File: src/rtl/fetch_unit.sv
// Front-end fetch stage: sequential PC generation, two-wide requests to a
// one-cycle-latency imem, and an in-order fetch queue feeding decode.
module fetch_unit #(
  parameter int unsigned FETCH_W     = 2,
  parameter int unsigned QUEUE_DEPTH = 8,
  parameter logic [31:0] RESET_PC    = 32'h0000_0000
) (
  input  logic                            clk,
  input  logic                            reset,
  output logic                            imem_req_valid,
  output logic [31:0]                     imem_req_addr,
  input  logic [FETCH_W-1:0][31:0]        imem_rdata,
  input  logic                            redirect_valid,
  input  logic [31:0]                     redirect_pc,
  input  logic                            decode_ready,
  output logic [FETCH_W-1:0]              instr_valid,
  output logic [FETCH_W-1:0][31:0]        instr,
  output logic [FETCH_W-1:0][31:0]        pc,
  output logic [$clog2(QUEUE_DEPTH):0]    fq_count
);

  localparam int unsigned PW = $clog2(QUEUE_DEPTH);
  localparam int unsigned CW = PW + 1;

  logic [31:0]   r_fetch_pc;
  logic [PW-1:0] r_head;
  logic [PW-1:0] r_tail;
  logic [CW-1:0] r_count;
  logic          r_vld_p1;
  logic [31:0]   r_req_addr_p1;
  logic [31:0]   r_instr_q [QUEUE_DEPTH];
  logic [31:0]   r_pc_q    [QUEUE_DEPTH];

  logic [CW:0]   w_need;
  logic          w_push;
  logic [CW-1:0] w_push_n;
  logic [CW-1:0] w_pop_n;
  logic          w_unused;

  function automatic logic [CW-1:0] lane_count(input logic [FETCH_W-1:0] v);
    logic [CW-1:0] n;
    n = '0;
    for (int i = 0; i < FETCH_W; i++) n = n + CW'(v[i]);
    return n;
  endfunction

  assign w_unused = ^redirect_pc[1:0];

  // Stage p0: issue. Space check uses registered occupancy plus the pair
  // already in flight, so a response can always be accepted unconditionally.
  always_comb begin
    w_need         = {1'b0, r_count} + (r_vld_p1 ? (CW+1)'(4) : (CW+1)'(2));
    imem_req_valid = !reset && !redirect_valid && (w_need <= (CW+1)'(QUEUE_DEPTH));
    imem_req_addr  = r_fetch_pc;
  end

  // Stage p1: response arrives; queue push and decode presentation.
  always_comb begin
    w_push   = r_vld_p1 && !redirect_valid && !reset;
    w_push_n = w_push ? CW'(2) : '0;
  end

  always_comb begin
    instr_valid = '0;
    instr       = '0;
    pc          = '0;
    for (int i = 0; i < FETCH_W; i++) begin
      instr_valid[i] = (r_count >= CW'(i + 1)) && !redirect_valid;
      instr[i]       = r_instr_q[r_head + PW'(i)];
      pc[i]          = r_pc_q[r_head + PW'(i)];
    end
  end

  always_comb begin
    w_pop_n = decode_ready ? lane_count(instr_valid) : '0;
  end

  assign fq_count = r_count;

  always_ff @(posedge clk) begin
    if (reset) begin
      r_fetch_pc <= RESET_PC;
      r_head     <= '0;
      r_tail     <= '0;
      r_count    <= '0;
      r_vld_p1   <= 1'b0;
    end else if (redirect_valid) begin
      r_fetch_pc <= {redirect_pc[31:2], 2'b00};
      r_head     <= '0;
      r_tail     <= '0;
      r_count    <= '0;
      r_vld_p1   <= 1'b0;
    end else begin
      if (imem_req_valid) r_fetch_pc <= r_fetch_pc + 32'd8;
      if (w_push) r_tail <= r_tail + PW'(2);
      r_head   <= r_head + PW'(w_pop_n);
      r_count  <= r_count + w_push_n - w_pop_n;
      r_vld_p1 <= imem_req_valid;
    end
  end

  always_ff @(posedge clk) begin
    if (imem_req_valid) r_req_addr_p1 <= r_fetch_pc;
    if (w_push) begin
      r_instr_q[r_tail]         <= imem_rdata[0];
      r_pc_q[r_tail]            <= r_req_addr_p1;
      r_instr_q[r_tail + PW'(1)] <= imem_rdata[1];
      r_pc_q[r_tail + PW'(1)]    <= r_req_addr_p1 + 32'd4;
    end
  end

endmodule

File: config.mk
export PLATFORM = sky130hd
export DESIGN_NAME = fetch_unit
export DESIGN_NICKNAME = d
export VERILOG_FILES = /design/src/rtl/fetch_unit.sv
export SDC_FILE = /design/constraint.sdc
export NUM_CORES = 1
export LEC_CHECK = 0
export CAP_MARGIN = 10
export CORE_ASPECT_RATIO = 1.4
export CORE_MARGIN = 2
export CORE_UTILIZATION = 25
export CTS_BUF_LIST = sky130_fd_sc_hd__clkbuf_4
export DETAILED_ROUTE_END_ITERATION = 12
export SYNTH_ARGS = -nofsm -noshare
export SYNTH_HDL_FRONTEND = slang
export SYNTH_SLANG_ARGS = --single-unit
File: constraint.sdc
create_clock -name clk -period 6.43 [get_ports clk]
set_input_delay 1.286 -clock clk [delete_from_list [all_inputs] [get_ports clk]]
set_output_delay 1.286 -clock clk [all_outputs]
set_load 0.1 [all_outputs]
# Word-level counts from Yosys, hierarchy flattened
# Memories as Yosys holds them, arrays and structs flattened. A register that Yosys moved wholly into a read port is not among the register bits.
# Index checks and enable logic that the tools add are counted.
# classes
muxes	9
magnitude_cmp	3
n_reduce_logical	10
addsub	10
# ops
operator	n
$mux 32	2
$add 32x3->32 const B	1
$add 32x4->32 const B	1
$mux 3	3
$add 3x1->3 const B	2
$logic_and 1x1->1	6
$add 4x3->5	1
$le 5x4->1 const B	1
$add 4x2->4	1
$ge 4x1->1 const B	1
$ge 4x2->1 const B	1
$mux 2	2
$sub 4x2->4	1
$add 3x2->3	1
$add 3x2->3 const B	1
$add 1x1->2	1
$logic_not 1->1	2
$mux 1	2
$reduce_bool 2->1	1
$reduce_or 2->1	1
# word_totals
mem_bits_rw	512
wordCells	41
in_bits	100
output_inout_bits	167
memories	2
reg_bits	75
# memory_table
name	depth	word_bits	read_ports	rd_clocked_by_memory_dff	wr	line	rtl
r_instr_q	8	32	2	1	2	31	logic [31:0] r_instr_q [QUEUE_DEPTH];
r_pc_q	8	32	2	1	2	32	logic [31:0] r_pc_q [QUEUE_DEPTH];

# Depth between registers and ports, before layout
# Gate-level depths: netlist of run 1.
# logic_depth
depth_word	6
depth_mapped	13
mapped_depth_nobuf	12

# Least setup slack after synthesis of run 1
# No wires, ideal clock.
# synth_path
path_kind	input to register
from	input redirect_valid
to	register r_count[3], in the netlist fq_count[3]
arrival_ns	5.199
setup_ns	0.122
setup_slack_ns	1.109
t_required_ns	6.308
cell_stages	13
path_buffers	3
cell_sequence	clkbuf_1 -> clkbuf_1 -> buf_1 -> a31oi_1 -> ha_1 -> and2_1 -> fa_1 -> inv_1 -> ha_1 -> inv_1 -> fa_1 -> xnor2_1 -> nor2_1
# synth_via
word_cells_on_any_way	11
cone_classes	add/sub: 3; mux: 2; reduce/logical: 6
# synth_rtl
element	line	rtl
from (decl)	13	input logic redirect_valid,
$logic_not 1->1	68	instr_valid[i] = (r_count >= CW'(i + 1)) && !redirect_valid;
$logic_and 1x1->1	68	
net instr_valid[0]	16	output logic [FETCH_W-1:0] instr_valid,
$add 1x1->2	43	for (int i = 0; i < FETCH_W; i++) n = n + CW'(v[i]);
$mux 2	75	w_pop_n = decode_ready ? lane_count(instr_valid) : '0;
$sub 4x2->4	97	r_count <= r_count + w_push_n - w_pop_n;
to (signal assigned)	97	
to (decl)	28	logic [CW-1:0] r_count;
# The timed path passes the listed nets, and every way through them passes these cells.
# A chain may end at the register's enable or synchronous reset.

==> results of run 1 <==
[per-layer routing]
| metal | vias up | global-route usage | routed length [microns] |
|---|---|---|---|
| li1 | 6466 | - | - |
| met1 | 7726 | 0.137 | 25700 |
| met2 | 456 | 0.230 | 36300 |
| met3 | 121 | 0.0316 | 3300 |
| met4 | 4 | 0.0618 | 2060 |
| met5 | - | 0 | 23 |
[cell families after synthesis]
family / Yosys count / synth area share
AO/OA/AOI/OAI: 75 / 0.0178
XOR/XNOR: 34 / 0.0114
adder cells (fa/ha/maj): 18 / 0.00980
buffers and inverters: 118 / 0.0194
flip-flops: 566 / 0.637
multiplexers: 378 / 0.271
other: 1 / 0.000144
AND/OR/NAND/NOR: 162 / 0.0337
[flip-flops by register name, summed over array words and instances (netlist names)]
name	count
r_vld_p1	1
r_tail	2
r_head	3
r_pc_q	240
r_instr_q	256
r_req_addr_p1	30
imem_req_addr	30
fq_count	4
[power groups by stage]
stage	Clock [mW]	Combinational (mW)	Sequential [mW]
2_1_floorplan	0	1.77	4.43
3_3_place_gp	0	2.47	4.33
3_5_place_dp	0	2.49	4.33
4_1_cts	3.41	2.50	4.25
5_1_grt	3.58	2.57	4.27
6_report	3.25	2.46	4.25
[stage by stage]
step / worst slack, ns / hold WS [ns] / instances / cell area (sq um) / power (mW)
final: 0.772 / 0.480 / 3153 / 32200 / 9.97
after global routing: 0.401 / 0.495 / 3153 / 32200 / 10.4
after CTS: 0.436 / 0.479 / 3151 / 32200 / 10.2
after detailed placement: 1.73 / 0.461 / 2892 / 30200 / 6.82
after global placement: 1.74 / 0.461 / 2892 / 30200 / 6.79
after floorplan: 1.11 / 0.501 / 1357 / 26100 / 6.19
[worst paths after layout]
check / depth (start not counted) / startpoint / endpoint
hold / removal: 0 / imem_req_addr[2]$_SDFFE_PP0P_ / r_req_addr_p1[2]$_DFFE_PP_
setup / recovery: 4 / r_head[2]$_SDFF_PP0_ / instr[52]
hold reg to reg: 0 / imem_req_addr[2]$_SDFFE_PP0P_ / r_req_addr_p1[2]$_DFFE_PP_
setup reg to reg: 10 / r_vld_p1$_SDFF_PP0_ / imem_req_addr[15]$_SDFFE_PP0P_
[area by class of cell]
cell class / instances / share of cell area
inverter: 21 / 0.00245
sequential: 566 / 0.516
tap: 1349 / 0.0524
multi-input combinational: 673 / 0.280
clock buffer: 199 / 0.0464
timing repair buffer: 283 / 0.0878
antenna: 2 / 0.000155
clock inverter: 60 / 0.0147
[synth_stat cells, drive strengths merged (2+ instances only)]
master  instances
nor3b           2
fa              4
edfxtp        526
clkbuf         46
ha             14
o311ai          6
or2             2
dfxtp          40
or3             4
and4            7
a21oi          24
xor2            9
xnor2          25
or4             5
mux4          248
o31a            2
nand2          40
nor4            5
nor3            6
inv            21
nand4          18
buf            51
a41oi           3
nand3          22
o21ai          17
a31oi          14
mux2          128
and2            8
a32oi           2
mux2i           2
and3           14
nor2           26
==> summary.md, run 1 <==
| Metric | Value |
|---|---|
| Status | `completed` |
| Die width | `277 microns` |
| Post-synthesis sequential area ratio | `0.637` |
| Critical path's top delay family | `buffers and inverters` |
| Clock power frac | `0.327` |
| Worst-margin pin slew | `1.20 ns` |
| Psw | `3.28 mW` |
| CP Cell Sequence | `xor2_4 > buf_12 > mux2_2 > clkdlybuf4s50_1` |
| Setup bufs post-CTS | `0` |
| Vias in the first global route | `16400` |
| Core area | `104000 sq um` |
| Vias per Instance | `4.69` |
| R2R setup slack | `2.89 ns` |
| Post-synth top area share | `0.606` |
| Row count | `140` |
| Fraction of registers with async set/reset | `0` |
| DRT Wirelength | `67400 microns` |
| Biggest area consumer among synthesized cells | `edfxtp_1` |
| Combinational share of power | `0.247` |
| Worst Skew | `0.0777 ns` |
| Root Driver | `clkbuf_4` |
| Final Hold Vio Count | `0` |
| Top Ports | `~270` |
| Unique cell type count in the Yosys netlist | `50` |
| Hold Crit Class | `reg -> reg` |
| Fmax | `about 180 MHz` |
| Post-route clock period utilization | `0.880` |
| Clock Path Buffers | `3` |
| Initial core utilization | `0.251` |
| WP buf/inv | `2` |
| Final setup fails | `0` |
| Nets | `around 1800` |
| Mapped Area | `26000 sq um` |
| Post-synthesis area per instance | `19.3 sq um` |
| Seq pwr share | `0.427` |
| CP endpoint kind | `output pin` |
| Crit-path max FO | `32` |
| Avg WL per Cell | `21.4 microns` |
| Congestion Overflow GR | `0` |
| Share of cells above drive strength 1 | `0.370` |
| Slowest stage cell on the critical path | `clkdlybuf4s50_1` |
| Final TNS setup | `0 ns` |
| CTS tree | `yes` |
| Max Transition Viols Final | `0` |
| Post-synth EDFFs | `between 500 and 600` |
| Required time of the critical path | `5.14 ns` |
| Arrival time worst endpoint | `4.37 ns` |
| Final core utilization | `0.310` |
| Switching part of the total | `0.329` |
| H-tree levels | `4` |
| Delay of the slowest cell on the worst path | `1.20 ns` |
| Commonest cells after routing, fill and taps aside | `edfxtp_1, mux4_2, clkdlybuf4s50_1` |
| Number of fill cells | `10100` |
| YS warnings | `0` |
| Reg area | `16600 sq um` |
| Total number of vias | `14800` |
| Max Cap Viol | `0` |
| PortBufs | `258` |
| Cts hold-fix bufs | `0` |
| Syn Inst Count | `between 1000 and 1500` |
| Worst rel slew slack | `0.195` |
| GP Congestion | `0.782` |
| Internal Power | `6.69 mW` |
| Multi-input gate area | `9020 sq um` |
| Number of remaining DRC errors | `0` |
| PwrDens | `just over 300 nW/um^2` |
| First-pass GRT wire length | `101000 microns` |
| Main synth FF type | `edfxtp_1` |
| Num CTS Buffers | `143` |
| CP Launch Type | `flip-flop` |
| Clock Sinks | `between 500 and 600` |
| Area Overhead vs Synth | `23.6%` |
| Initial antenna violation count | `7` |
| Critical path class | `reg -> out` |
| Die ar. | `roughly 110000 sq um` |
| Main area contributors after synthesis | `edfxtp_1, mux4_2, mux2_2, dfxtp_1, xnor2_1` |
| Clock period minus worst slack | `5.66 ns` |
| Clock latency on the worst-skew pair | `1.05 ns` |
| Post-route ant nets | `0` |
| CTS resizes | `0` |
| GRT Total Usage | `0.127` |
| RSZ-0062 raised after global routing | `no` |
| Flops & latches, synth | `566` |
| Detailed Routing Iterations Pass 1 | `5` |
| Lkg Pwr | `9.82 nW` |
| Reg clk slew, reported paths | `0.06 ns` |
| Peak VDD IR | `0.000344 V` |
| Iteration-0 DRC Markers | `704` |
| Pin count of the biggest net entering global routing | `138` |
| Die height | `386 microns` |
| HPWL Detailed | `42700 microns` |
| Commonest non-fill, non-tap cell in the layout | `edfxtp_1` |
(Power assumes the default switching activity.)
==> run 2, diff against run 1 <==
--- a/config.mk
+++ b/config.mk
@@ -5,6 +5,7 @@
 export SDC_FILE = /design/constraint.sdc
 export NUM_CORES = 1
 export LEC_CHECK = 0
+export ABC_CLOCK_PERIOD_IN_PS = 6430
 export CAP_MARGIN = 10
 export CORE_ASPECT_RATIO = 1.4
 export CORE_MARGIN = 2
==> results of run 2 <==
No change in the layout: final DEF, timing and power equal those of run 1.
==> run 3, diff against run 2 <==
--- a/config.mk
+++ b/config.mk
@@ -12,6 +12,7 @@
 export CORE_UTILIZATION = 25
 export CTS_BUF_LIST = sky130_fd_sc_hd__clkbuf_4
 export DETAILED_ROUTE_END_ITERATION = 12
+export MAX_ROUTING_LAYER = met4
 export SYNTH_ARGS = -nofsm -noshare
 export SYNTH_HDL_FRONTEND = slang
 export SYNTH_SLANG_ARGS = --single-unit
==> run 3 against run 2 <==
Hold slack got worse by 0.0063 ns. Final cell count barely moved. Clock-buffer cell count did not move. Global-route usage is 0.39 points higher. Utilization barely moved. Sequential cell count stayed put. Routed wire length shrank 0.15%. Clock power is essentially flat. Largest cell class unchanged. Highest routed layer is now met4.
==> summary.md, run 3 (same netlist as run 1, synthesis figures left out) <==
| Metric | Value |
|---|---|
| Number of fill cells | `approximately 10000` |
| Final core utilization | `0.311` |
| Commonest cells after routing, fill and taps aside | `edfxtp_1, mux4_2, clkdlybuf4s50_1` |
| Share of cells above drive strength 1 | `0.370` |
| PwrDens | `310 nW/um^2` |
| Power consumption | `9.97 mW` |
| Clock latency on the worst-skew pair | `1.06 ns` |
| Placed Cells | `2892` |
| Arrival time worst endpoint | `4.37 ns` |
| Clock period minus worst slack | `between 5 and 6 ns` |
| Number of remaining DRC errors | `0` |
| Die ar. | `107000 sq um` |
| Worst rel slew slack | `0.194` |
| Initial core utilization | `0.251` |
| Fin worst setup slack | `roughly 0.77 ns` |
| Final setup fails | `0` |
| Vias in the first global route | `16400` |
| Worst Skew | `0.0793 ns` |
| Die height | `slightly below 400 microns` |
| Biggest regs | `r_instr_q: 256 flops, r_pc_q: 240 flops` |
| Pin count of the biggest net entering global routing | `138` |
| Final TNS setup | `0 ns` |
| Post-route clock period utilization | `0.880` |
| Dpl ws | `1.73 ns` |
| Crit-path max FO | `32` |
| Initial antenna violation count | `7` |
| Max Cap Viol | `0` |
| Clock Path Buffers | `3` |
| GP Congestion | `0.794` |
| CTS resizes | `0` |
| Root Driver | `clkbuf_4` |
| Layout Cells excl Fill | `~3200` |
| R2R setup slack | `2.89 ns` |
| Final Hold Vio Count | `0` |
| CP endpoint kind | `output pin` |
| Max Transition Viols Final | `0` |
| H-tree levels | `4` |
| Num CTS Buffers | `143` |
| Detailed Routing Iterations Pass 1 | `5` |
| Congestion Overflow GR | `0` |
| Critical path class | `reg -> out` |
| Hold path start | `imem_req_addr[2]$_SDFFE_PP0P_` |
| Top layer in use | `met4` |
| Required time of the critical path | `5.14 ns` |
| Core area | `104000 sq um` |
| Biggest register | `r_instr_q` |
| Peak VDD IR | `0.000344 V` |
| Worst-margin pin slew | `1.20 ns` |
| DRT Wirelength | `around 67000 microns` |
| Reg clk slew, reported paths | `around 0.060 ns` |
| Vias per Instance | `4.67` |
| HPWL Detailed | `42700 microns` |
| CTS tree | `yes` |
| Avg WL per Cell | `21.3 microns` |
| Max reg flops | `around 260` |
| R2R Path Start | `r_vld_p1$_SDFF_PP0_` |
| Cts hold-fix bufs | `0` |
| CP startpoint | `r_head[2]$_SDFF_PP0_` |
| Area Overhead vs Synth | `23.6%` |
| Hold Crit Class | `reg -> reg` |
| Fmax | `between 150 and 200 MHz` |
| Nets | `1806` |
| Top Ports | `267` |
| M1 wire length | `approximately 26000 microns` |
| Commonest non-fill, non-tap cell in the layout | `edfxtp_1` |
| RSZ-0062 raised after global routing | `no` |
| Iteration-0 DRC Markers | `721` |
| Die width | `277 microns` |
| First-pass GRT wire length | `101000 microns` |
| Total number of vias | `14700` |
| Wire length on met2 | `between 30000 and 40000 microns` |
| Post-route ant nets | `0` |
| Lkg Pwr | `approximately 9.8 nW` |
| Setup bufs post-CTS | `0` |
| PortBufs | `258` |
| Clock Sinks | `566` |
| DR WL met3 | `3250 microns` |
| GRT Total Usage | `0.130` |
| CP Launch Type | `flip-flop` |
| Status | `completed` |
| Row count | `140` |
## run 3: cell types whose count changed in the layout (fill, tap and decap cells not counted), sizes merged
cell / previous run / this run
diode: 2 / 5
## run 3: layer usage
layer | track usage | up-vias
met2 | 0.230 | 453
met5 | - | -
li1 | - | 6468
met1 | 0.138 | 7700
met3 | 0.0305 | 122
met4 | 0.0629 | 0
## run 3: cell type report
cell class | instances | area, sq um | share of cell area
diodes | 5 | 12.5 | 0.000389
clock inverters | 60 | 473 | 0.0147
repair buffers | 283 | 2830 | 0.0878
inverters | 21 | 78.8 | 0.00245
well taps | 1349 | 1690 | 0.0524
multi-input cells | 673 | 9020 | 0.280
flip-flops and latches | 566 | 16600 | 0.516
clock buffers | 199 | 1490 | 0.0464
## run 3: worst max-delay path, cell delays in order, from the launching register on
cell             delay (ns)
dfxtp_4                0.76
xor2_4                 0.71
buf_12                 0.34
mux2_2                 0.21
clkdlybuf4s50_1        1.21
## run 3: metrics by stage
step                area, sq um  hold WS, ns
floorplan                 26100        0.501
global placement          30200        0.461
detailed placement        30200        0.461
CTS                       32200        0.479
global route              32200        0.495
finish                    32200        0.474
## run 3: path summary, 6_finish.rpt
path / endpoint / cells after the start
min reg2reg: r_req_addr_p1[2]$_DFFE_PP_ / 0
min: r_req_addr_p1[2]$_DFFE_PP_ / 0
max: instr[52] / 4
max reg2reg: imem_req_addr[15]$_SDFFE_PP0P_ / 10
## run 3: where the power goes
| group | switching [mW] | internal [mW] | leakage (nW) |
|---|---|---|---|
| logic | 1.68 | 0.777 | 3.57 |
| clock network | 1.48 | 1.77 | 1.15 |
| registers | 0.111 | 4.14 | 5.09 |
